$ cat src/rtl/vga_scan_ctrl.sv
// Raster sequencer for the SVGA path: scan counters, phase FSMs, stage-0 position and registered DAC outputs.
// Optional colour-bar generator is enabled by defining VGA_TEST_PATTERN_EN (adds the test_mode input).
module vga_scan_ctrl #(
    parameter int H_VIS  = 800,
    parameter int H_FP   = 56,
    parameter int H_SYNC = 120,
    parameter int H_BP   = 64,
    parameter int V_VIS  = 600,
    parameter int V_FP   = 37,
    parameter int V_SYNC = 6,
    parameter int V_BP   = 23,
    parameter int HS_POL = 1,
    parameter int VS_POL = 1
) (
    input  logic       clock,
    input  logic       reset,
`ifdef VGA_TEST_PATTERN_EN
    input  logic       test_mode,
`endif
    input  logic [7:0] pix_red,
    input  logic [7:0] pix_green,
    input  logic [7:0] pix_blue,
    output logic [9:0] row,
    output logic [9:0] col,
    output logic       active,
    output logic       line_start,
    output logic       frame_start,
    output logic       vga_hs,
    output logic       vga_vs,
    output logic       vga_blank_n,
    output logic [7:0] vga_r,
    output logic [7:0] vga_g,
    output logic [7:0] vga_b
);

    localparam int H_TOT = H_VIS + H_FP + H_SYNC + H_BP;
    localparam int V_TOT = V_VIS + V_FP + V_SYNC + V_BP;

    // Last count value of each phase; the FSMs leave a phase on these values.
    localparam logic [10:0] H_END_VIS  = 11'(H_VIS - 1);
    localparam logic [10:0] H_END_FP   = 11'(H_VIS + H_FP - 1);
    localparam logic [10:0] H_END_SYNC = 11'(H_VIS + H_FP + H_SYNC - 1);
    localparam logic [10:0] H_END      = 11'(H_TOT - 1);
    localparam logic [9:0]  V_END_VIS  = 10'(V_VIS - 1);
    localparam logic [9:0]  V_END_FP   = 10'(V_VIS + V_FP - 1);
    localparam logic [9:0]  V_END_SYNC = 10'(V_VIS + V_FP + V_SYNC - 1);
    localparam logic [9:0]  V_END      = 10'(V_TOT - 1);
    localparam logic        HS_ON      = 1'(HS_POL);
    localparam logic        VS_ON      = 1'(VS_POL);

    typedef enum logic [1:0] {HP_VIS = 2'd0, HP_FP = 2'd1, HP_SYNC = 2'd2, HP_BP = 2'd3} h_phase_t;
    typedef enum logic [1:0] {VP_VIS = 2'd0, VP_FP = 2'd1, VP_SYNC = 2'd2, VP_BP = 2'd3} v_phase_t;

    logic [10:0] h_cnt_r;
    logic [9:0]  v_cnt_r;
    h_phase_t    h_phase_r, h_phase_nxt_s;
    v_phase_t    v_phase_r, v_phase_nxt_s;
    logic        h_wrap_s;
    logic [7:0]  red_s, green_s, blue_s;
`ifdef VGA_TEST_PATTERN_EN
    logic [2:0]  bar_s;
`endif

    assign h_wrap_s = (h_cnt_r == H_END);

    // Scan counters: h every clock, v on the h wrap.
    always_ff @(posedge clock) begin
        if (reset) begin
            h_cnt_r <= 11'd0;
            v_cnt_r <= 10'd0;
        end else if (h_wrap_s) begin
            h_cnt_r <= 11'd0;
            v_cnt_r <= (v_cnt_r == V_END) ? 10'd0 : v_cnt_r + 10'd1;
        end else begin
            h_cnt_r <= h_cnt_r + 11'd1;
        end
    end

    // Phase state registers.
    always_ff @(posedge clock) begin
        if (reset) begin
            h_phase_r <= HP_VIS;
            v_phase_r <= VP_VIS;
        end else begin
            h_phase_r <= h_phase_nxt_s;
            v_phase_r <= v_phase_nxt_s;
        end
    end

    // Horizontal phase transitions at the counter boundaries.
    always_comb begin
        h_phase_nxt_s = h_phase_r;
        case (h_phase_r)
            HP_VIS:  h_phase_nxt_s = (h_cnt_r == H_END_VIS)  ? HP_FP   : HP_VIS;
            HP_FP:   h_phase_nxt_s = (h_cnt_r == H_END_FP)   ? HP_SYNC : HP_FP;
            HP_SYNC: h_phase_nxt_s = (h_cnt_r == H_END_SYNC) ? HP_BP   : HP_SYNC;
            HP_BP:   h_phase_nxt_s = h_wrap_s                ? HP_VIS  : HP_BP;
            default: h_phase_nxt_s = HP_VIS;
        endcase
    end

    // Vertical phase transitions, only ever on the last clock of a line.
    always_comb begin
        v_phase_nxt_s = v_phase_r;
        case (v_phase_r)
            VP_VIS:  v_phase_nxt_s = (h_wrap_s && v_cnt_r == V_END_VIS)  ? VP_FP   : VP_VIS;
            VP_FP:   v_phase_nxt_s = (h_wrap_s && v_cnt_r == V_END_FP)   ? VP_SYNC : VP_FP;
            VP_SYNC: v_phase_nxt_s = (h_wrap_s && v_cnt_r == V_END_SYNC) ? VP_BP   : VP_SYNC;
            VP_BP:   v_phase_nxt_s = (h_wrap_s && v_cnt_r == V_END)      ? VP_VIS  : VP_BP;
            default: v_phase_nxt_s = VP_VIS;
        endcase
    end

    assign active      = (h_phase_r == HP_VIS) && (v_phase_r == VP_VIS);
    assign row         = active ? v_cnt_r : 10'd0;
    assign col         = active ? h_cnt_r[9:0] : 10'd0;
    assign line_start  = (h_cnt_r == 11'd0);
    assign frame_start = (h_cnt_r == 11'd0) && (v_cnt_r == 10'd0);

    // Colour source: draw logic, or the bar pattern when requested.
    always_comb begin
        red_s   = pix_red;
        green_s = pix_green;
        blue_s  = pix_blue;
`ifdef VGA_TEST_PATTERN_EN
        bar_s = 3'(col / 10'd100);
        if (test_mode) begin
            red_s   = bar_s[2] ? 8'hFF : 8'h00;
            green_s = bar_s[1] ? 8'hFF : 8'h00;
            blue_s  = bar_s[0] ? 8'hFF : 8'h00;
        end else begin
            red_s   = pix_red;
            green_s = pix_green;
            blue_s  = pix_blue;
        end
`endif
    end

    // Output stage: colour blanked to zero outside the visible area, syncs aligned with it.
    always_ff @(posedge clock) begin
        if (reset) begin
            vga_r       <= 8'd0;
            vga_g       <= 8'd0;
            vga_b       <= 8'd0;
            vga_blank_n <= 1'b0;
            vga_hs      <= ~HS_ON;
            vga_vs      <= ~VS_ON;
        end else begin
            vga_r       <= active ? red_s : 8'd0;
            vga_g       <= active ? green_s : 8'd0;
            vga_b       <= active ? blue_s : 8'd0;
            vga_blank_n <= active;
            vga_hs      <= (h_phase_r == HP_SYNC) ? HS_ON : ~HS_ON;
            vga_vs      <= (v_phase_r == VP_SYNC) ? VS_ON : ~VS_ON;
        end
    end

endmodule

$ cat config.mk
export PLATFORM = sky130hd
export DESIGN_NAME = vga_scan_ctrl
export DESIGN_NICKNAME = d
export VERILOG_FILES = /design/src/rtl/vga_scan_ctrl.sv
export SDC_FILE = /design/constraint.sdc
export NUM_CORES = 1
export LEC_CHECK = 0
export ABC_AREA = 1
export BUFFER_PORTS_ARGS = -buffer_cell sky130_fd_sc_hd__buf_2
export CELL_PAD_IN_SITES_DETAIL_PLACEMENT = 1
export CELL_PAD_IN_SITES_GLOBAL_PLACEMENT = 2
export CORE_AREA = 10 10 106 108
export DETAILED_ROUTE_END_ITERATION = 10
export DIE_AREA = 0 0 116 118
export GPL_ROUTABILITY_DRIVEN = 1
export MAX_ROUTING_LAYER = met4
export PLACE_DENSITY = 0.78
export SETUP_SLACK_MARGIN = 0.02
export SYNTH_ARGS = -nofsm -noshare
export SYNTH_HDL_FRONTEND = slang
export SYNTH_SLANG_ARGS = --single-unit
export TNS_END_PERCENT = 10
$ cat constraint.sdc
create_clock -name clock -period 1.9 [get_ports clock]
set_input_delay 0 -clock clock [delete_from_list [all_inputs] [get_ports clock]]
set_output_delay 0 -clock clock [all_outputs]
set_load 0.03 [all_outputs]
== After elaboration in Yosys (flattened, before gate mapping) ==
Index checks and enable logic that the tools add are counted.

* Flip-flop bits (word level): 52
* Input port bits: 26

* Add/subtract/negate cells: 2
* Equality and inequality tests: 14
* Muxes and demuxes: 15
* Bitwise operators: 1
* Reduce and logical (&&, ||, !) cells: 12

{| class="wikitable"
|+ Operators by type and width
! operator !! number
|-
| $eq 10x10->1 const B || 4
|-
| $eq 11x10->1 const B || 3
|-
| $mux 10 || 3
|-
| $pmux 2 s4 || 2
|-
| $add 11x1->11 const B || 1
|-
| $eq 11x11->1 const B || 1
|-
| $logic_not 11->1 || 1
|-
| $add 10x1->10 const B || 1
|-
| $logic_not 10->1 || 1
|-
| $eq 2x2->1 const B || 4
|-
| $mux 2 || 4
|-
| $logic_and 1x1->1 || 6
|-
| $mux 1 || 6
|-
| $eq 2x1->1 const B || 2
|-
| $logic_not 2->1 || 2
|-
| $reduce_or 2->1 || 2
|-
| $not 1->1 || 1
|}

== Longest topological paths before layout ==
Gate-level depths: netlist (run 1).

* Word-level depth: 4
* Gate-level depth with buffers: 10
* Depth with buffers taken out: 10

== Worst setup path before layout (run 1) ==
OpenSTA, ideal clock, no wires.

* Path kind: reg-to-output
* Start: register h_phase_r[0]
* End: output col[0]
* Arrival: 1.636 ns
* Data required time: 1.900 ns
* Setup slack: 0.264 ns
* Stages on the path, launching flop included: 5
* Path buffers: 1
* Cells stage by stage: dfxtp_1 nor4_4 inv_1 clkbuf_1 nor2_1

* Word-level cells in the longest chain between the ends: 3

{| class="wikitable"
|+ RTL lines
! item !! RTL line !! text
|-
| start, declared || 56 || <nowiki>h_phase_t h_phase_r, h_phase_nxt_s;</nowiki>
|-
| start signal, assigned || 85 || <nowiki>h_phase_r <= h_phase_nxt_s;</nowiki>
|-
| $logic_not 2->1 || 114 || <nowiki>assign active = (h_phase_r == HP_VIS) && (v_phase_r == VP_VIS);</nowiki>
|-
| $logic_and 1x1->1 || 114 ||
|-
| via active || 25 || <nowiki>output logic active,</nowiki>
|-
| $mux 10 || 116 || <nowiki>assign col = active ? h_cnt_r[9:0] : 10'd0;</nowiki>
|-
| end, declared || 24 || <nowiki>output logic [9:0] col,</nowiki>
|}

The timed path passes the listed nets, and every way through them passes these cells.

== Worst setup path after layout (run 1) ==
* Start: register v_cnt_r[0]
* End: output frame_start

* Word-level cells in the longest chain between the ends: 2

{| class="wikitable"
|+ RTL lines
! item !! RTL line !! text
|-
| start, declared || 55 || <nowiki>logic [9:0] v_cnt_r;</nowiki>
|-
| start signal, assigned || 73 || <nowiki>v_cnt_r <= (v_cnt_r == V_END) ? 10'd0 : v_cnt_r + 10'd1;</nowiki>
|-
| $logic_not 10->1 || 118 || <nowiki>assign frame_start = (h_cnt_r == 11'd0) && (v_cnt_r == 10'd0);</nowiki>
|-
| $logic_and 1x1->1 || 118 ||
|-
| end, declared || 27 || <nowiki>output logic frame_start,</nowiki>
|}

No other way between the ends.

==> flow_summary_export.csv, run 1 <==
group,metric,value,unit
run_status,outcome,"complete, no violations",
global_routing,grt_pass1_vias,2546,
pwr,p_per_area,627,nW/µm²
clock_network,cts_tree,"done",
timing,rsz0062_at_grt,"false",
setup_path,critical_path.max_fanout,7,
timing,timing.final.ws_setup,178,ps
setup_path,reg2reg_slack,350,ps
setup_path,r2r_start,"h_cnt_r[0]",
clock_network,cts_root_buffer,"clkbuf_8",
timing,drv_slew,0,
floorplanning,ios,76,
routing,wirelength,7.87,mm
global_routing,grt_usage,11.7,%
floorplanning,die_area,13700,µm²
routing,viasPerCell,4.35,
floorplanning,row_count,35,
yosys,avgSynthCellArea,7.14,µm²
clock_network,cts_num_sinks,52,
timing,fin_crit_sh,90.6,%
job,maxCapViolCount,0,
worst_hold_path,hold-path-endpoint,"vga_hs",
timing,hold_viol_final,0,
timing,min_period,1720,ps
clock_network,clk_latency,300,ps
setup_path,start_kind,"register",
timing,tns,0,ps
global_routing,grt_pass1_wl,12.7,mm
timing,worstMarginPinSlew,479,ps
yosys,synth_area,2400,µm²
floorplanning,initial_core_util,26.3,%
floorplanning,core_region_area,9110,µm²
worst_hold_path,whs_path_depth,2,
timing,hold_ws,25.7,ps
routing,drc_errors,0,
placement,dp_slack,358,ps
yosys,syn_inst,336,
timing,slew_headroom,68.0,%
setup_path,reg2reg_depth,9,
routing,via_count,2410,
floorplanning,die_h,118,µm
global_routing,grt-ovfl-total,0,
clock_network,clkTransAtPathRegs,100,ps
clock_network,numCtsBuffers,5,
setup_path,cp.required,1900,ps
routing,wire_per_inst,14.2,µm
routing,drtAntennaViolNets,0,
pwr,vdd_drop_max,233,µV
routing,dr.pass1.iters,4,
final_layout,drive_gt1_share,26.0,%
setup_path,endpoint_kind,"primary output",
global_routing,antenna_found_initial,1,
routing,drtIter0Drc,85,
timing,finalSetupViolations,0,
timing,max_freq,581,MHz
timing,fin_worst_skew,7.16,ps
yosys,syn-num-nets,367,
pwr,leakage,1.63,nW
floorplanning,die_w,116,µm
placement,place_hpwl,5.79,mm
yosys,yosysWarnings,0,
final_layout,layout-area-overhead-vs-synth,35.8,%
final_layout,final_core_util,35.8,%
yosys,yosysSeqAreaShare,43.4,%
setup_path,crit_arrival,1720,ps
yosys,synth-seq-cells,52,
final_layout,nNetsFinal,472,
setup_path,path_class,"register to primary output",
worst_hold_path,hold_start,"reset",
clock_network,ctsLongestPathBuffers,2,
global_routing,grt_max_degree,26,
worst_hold_path,hold_path_class,"input pin to register",
yosys,synth.distinct_cells,30,
clock_network,htree_num_levels,2,
setup_path,timing.rr.end,"v_phase_r[1]",
placement,place.gp.congestion,0.756,
placement,io_buffers,75,
==> registers in the layout (all words and copies together) (netlist names) <==
register,count
h_cnt_r,11
vga_blank_n,1
v_cnt_r,10
vga_b,8
v_phase_r,2
h_phase_r,2
vga_g,8
vga_vs,1
vga_r,8
vga_hs,1
==> critical path, stage by stage, from the launching register on <==
cell and delay [ps]:
dfxtp_1 390, inv_1 150, ha_1 170, inv_1 50
nor3_1 150, nand4_1 180, nor2_1 120, buf_2 200
==> layout by cell type (no fill, tap or decap), drive strengths merged <==
cell type,instances
nor2,86
inv,63
nand2,50
nand4,7
nor3b,2
xor2,4
nor4,2
clkinvlp,3
dfxtp,52
dlygate4sd3,24
clkbuf,6
o21ai,9
a21oi,13
clkinv,1
nand3b,1
a31oi,1
nor3,10
buf,80
ha,5
nand3,21
or2,1
and2,1
diode,1
==> Yosys cell counts <==
cell type  number  area share, %
nand4_1         7            1.8
o21ai_0         9            1.9
nor4_4          1           0.89
dfxtp_1        52             43
nor4_1          1           0.26
or2_2           1           0.26
nand3_2         1           0.42
buf_4           1           0.31
a21oi_1        13            2.7
nand2_4         2           0.94
ha_1            5            2.6
nand2_1        43            6.7
inv_6           1           0.37
inv_2           4           0.63
nor3_1          9            1.9
and2_1          1           0.26
nand3b_1        1           0.31
nor2_2          4            1.0
xor2_1          4            1.5
nand2_2         5            1.3
nor2_4          3            1.4
nand3_1        19            4.0
nor2_1         79             12
nor3_2          1           0.42
buf_2           4           0.83
inv_1          59            9.2
clkbuf_1        2           0.31
nor3b_2         2            1.0
a31oi_1         1           0.26
nand3_4         1           0.73
==> where the power goes <==
group / total (W) / switching [W] / internal [W]
combinational: 0.000265 / 0.000165 / 0.000101
sequential: 0.00114 / 0.0000120 / 0.00112
clock: 0.000644 / 0.000381 / 0.000263
==> worst max-delay path by stage <==
stage                             from           end  slack [ps]  cells after the start
final                       v_cnt_r[0]   frame_start         180                      7
after global routing        v_cnt_r[1]   frame_start          50                      7
after CTS                 h_phase_r[0]        col[7]          30                      4
after detailed placement    h_cnt_r[0]  v_phase_r[1]         360                      9
after global placement      v_cnt_r[0]  v_phase_r[1]         400                      9
after floorplan           h_phase_r[0]        col[0]         260                      4
==> per-layer routing <==
metal | GRT usage, % | up-vias | part of all wire (%)
met1 | 13.1 | 1128 | 42
met2 | 20.7 | 44 | 53
met4 | 2.50 | 0 | 1.2
li1 | - | 1231 | -
met5 | - | - | 0
met3 | 2.19 | 7 | 3.5
==> cells by family (layout without fill, tap and decap cells) <==
kind of cell / count (synthesis) / after routing / synth area share [%]
and+or+nand+nor: 181 / 181 / 36.0
buffers and inverters: 71 / 177 / 11.7
DFF: 52 / 52 / 43.4
AOI/OAI and AO/OA: 23 / 23 / 4.85
adders and majority gates: 5 / 5 / 2.61
xor gates and xnor gates: 4 / 4 / 1.46
other: 0 / 1 / 0
==> through the flow <==
step	cells	total power [W]	instance area (µm²)
floorplan	336	0.00131	2400
global placement	515	0.00139	2880
detailed placement	515	0.00139	2880
CTS	547	0.00208	3210
global route	554	0.00215	3260
finish	554	0.00204	3260
==> layout make-up <==
class / count / area, µm²
well taps: 111 / 139
clock inverters: 2 / 16.3
clock buffers: 6 / 72.6
repair buffers: 104 / 653
multi-input cells: 213 / 1080
flip-flops and latches: 52 / 1040
repair inverters: 1 / 7.51
diodes: 1 / 2.50
inverters: 64 / 249
fillers: 1167 / 5850
==> timing repair <==
item | in CTS | in global routing
hold buffers | 24 | 0
setup buffers | 0 | 5
gates resized for setup | 0 | 2
endpoints found under the hold margin | 24 | 0
setup endpoints to repair | 0 | 20
No activity file was read; power rests on OpenSTA's default activity.
==> run 2, diff against run 1 <==
--- a/config.mk
+++ b/config.mk
@@ -14,7 +14,7 @@
 export DIE_AREA = 0 0 116 118
 export GPL_ROUTABILITY_DRIVEN = 1
 export MAX_ROUTING_LAYER = met4
-export PLACE_DENSITY = 0.78
+export PLACE_DENSITY_LB_ADDON = 0.1
 export SETUP_SLACK_MARGIN = 0.02
 export SYNTH_ARGS = -nofsm -noshare
 export SYNTH_HDL_FRONTEND = slang
==> run 2 against run 1 <==
Compared with the run above:
- design area rose by 0.69%
- wire length increased by 1.3%
- fmax shrank 1.1%
- critical endpoint is now col[4]
- largest cell class unchanged
==> flow_summary_export.csv, run 2 (same netlist as run 1, synthesis figures left out) <==
group,metric,value,unit
setup_path,crit_top_cell,"buf_4",
floorplanning,ios,76,
setup_path,critical_path.max_fanout,5,
global_routing,grt_pass1_vias,2575,
floorplanning,die_h,118,µm
timing,fin_worst_skew,9.45,ps
pwr,p_per_area,627,nW/µm²
pwr,vdd_drop_max,234,µV
pwr,p_sw,0.000570,W
placement,place_hpwl,5.89,mm
routing,via_count,2393,
final_layout,layout_commonest_cell,"nor2_1",
floorplanning,row_count,35,
clock_network,clkTransAtPathRegs,100,ps
pwr,leakage,1.64,nW
final_layout,nNetsFinal,475,
final_layout,stdcell_count,556,
global_routing,grt-ovfl-total,0,
worst_hold_path,hold_path_class,"input pin to register",
timing,finalSetupViolations,0,
floorplanning,die_w,116,µm
final_layout,final_core_util,36.0,%
placement,placed_cell_area,2880,µm²
clock_network,cts_num_sinks,52,
routing,viasPerCell,4.30,
setup_path,cpMaxStageDelayCell,"dfxtp_1",
timing,min_period,1740,ps
global_routing,grt_usage,12.2,%
timing,max_freq,574,MHz
pwr,swShare,27.7,%
final_layout,drive_gt1_share,26.3,%
placement,dp_cells,515,
setup_path,crit_arrival,1740,ps
final_layout,largest_reg_flops,11,
global_routing,grt_max_degree,26,
routing,wirelength,7.97,mm
floorplanning,core_region_area,9110,µm²
clock_network,clk_latency,310,ps
pwr,power.share.combinational,12.9,%
timing,worstMarginPinSlew,501,ps
pwr,power.total,0.00206,W
setup_path,path_class,"register to primary output",
pwr,p_clk_share,32.0,%
timing,tns,0,ps
setup_path,crit_chain,"nor4_4 -> buf_4 -> clkinvlp_4 -> buf_4 -> nor2_1 -> buf_2",
final_layout,antenna_cells,0,
routing,dr.pass1.iters,4,
final_layout,fillers,1207,
floorplanning,die_area,13700,µm²
run_status,outcome,"complete, no violations",
final_layout,mostFrequentLayoutCells,"79 x nor2_1, 75 x buf_2, 58 x inv_1",
clock_network,htree_num_levels,2,
final_layout,regMostFlops,"h_cnt_r",
clock_network,ctsLongestPathBuffers,2,
timing,fin_crit_sh,91.7,%
placement,place.gp.congestion,0.720,
routing,wire_per_inst,14.3,µm
global_routing,grt_pass1_wl,13.2,mm
setup_path,cp.required,1900,ps
global_routing,antenna_found_initial,0,
routing,drtIter0Drc,59,
setup_path,max_stage_delay,390,ps
clock_network,numCtsBuffers,5,
setup_path,endpoint_kind,"primary output",
pwr,power.share.sequential,55.1,%
timing,slew_headroom,66.5,%
floorplanning,initial_core_util,26.3,%
clock_network,cts_root_buffer,"clkbuf_8",
timing,hold_viol_final,0,
setup_path,start_kind,"register",
routing,drtAntennaViolNets,0,
clock_network,cts_tree,"done",
pwr,p_int,0.00149,W
timing,rsz0062_at_grt,"false",
final_layout,reg_top3,"h_cnt_r (11), v_cnt_r (10)",
final_layout,post-route-cell-area,3280,µm²
timing,drv_slew,0,
routing,drc_errors,0,
job,maxCapViolCount,0,
placement,io_buffers,75,
final_layout,layout-area-overhead-vs-synth,36.8,%
==> run 2: changes by cell type in the layout (fill, tap and decap cells not counted) <==
| cell | before | now |
|---|---|---|
| diode_2 | 1 | 0 |
| dlygate4sd3_1 | 24 | 25 |
| buf_4 | 5 | 7 |
==> run 2: per-stage QoR <==
step | worst slack (ps) | hold WS (ps)
after floorplan | 264 | 112
after global placement | 364 | 212
after detailed placement | 323 | 221
after CTS | 139 | 423
after global routing | 35.4 | 436
final | 158 | 433
==> run 2: final cells by class <==
cell class | instances | area, µm² | area share [%]
clock buffer | 6 | 72.6 | 2.21
clock inverter | 2 | 16.3 | 0.496
inverter | 64 | 249 | 7.59
multi-input combinational | 213 | 1080 | 32.9
sequential | 52 | 1040 | 31.7
tap | 111 | 139 | 4.23
timing repair buffer | 107 | 678 | 20.7
timing repair inverter | 1 | 7.51 | 0.229
==> run 2: metal layers <==
metal	wire, µm	vias to the layer above	global-route usage [%]
met2	4050	39	21.2
li1	-	1240	-
met1	3580	1105	14.0
met5	0	-	-
met4	104	0	3.21
met3	243	9	2.29
==> run 2: timing repair <==
action                     4_1_cts  5_1_grt
gates resized for setup          2        0
hold buffers                    25        0
setup endpoints to repair        4        0
setup buffers                    7        0
hold endpoints to repair        25        0
==> run 2: path summary, 6_finish.rpt <==
| path | from | end | slack [ps] | cells past startpoint |
|---|---|---|---|---|
| hold / removal | pix_red[4] | vga_r[4] | 430 | 4 |
| setup / recovery | v_phase_r[0] | col[4] | 160 | 6 |
| hold reg to reg | h_cnt_r[0] | h_cnt_r[0] | 480 | 1 |
| setup reg to reg | h_cnt_r[0] | h_cnt_r[10] | 310 | 6 |
==> run 2: critical path: cells and delay by family (launching register included) <==
kind                   cells  cell delay (ps)
and+or+nand+nor            2              430
DFF                        1              390
buffers and inverters      4              620
==> run 2: power groups by stage <==
stage	logic, W	clock network [W]	registers [W]
after floorplan	0.0000865	0	0.00122
after global placement	0.000229	0	0.00116
after detailed placement	0.000230	0	0.00116
after CTS	0.000272	0.000684	0.00114
after global routing	0.000292	0.000721	0.00114
final	0.000265	0.000659	0.00113
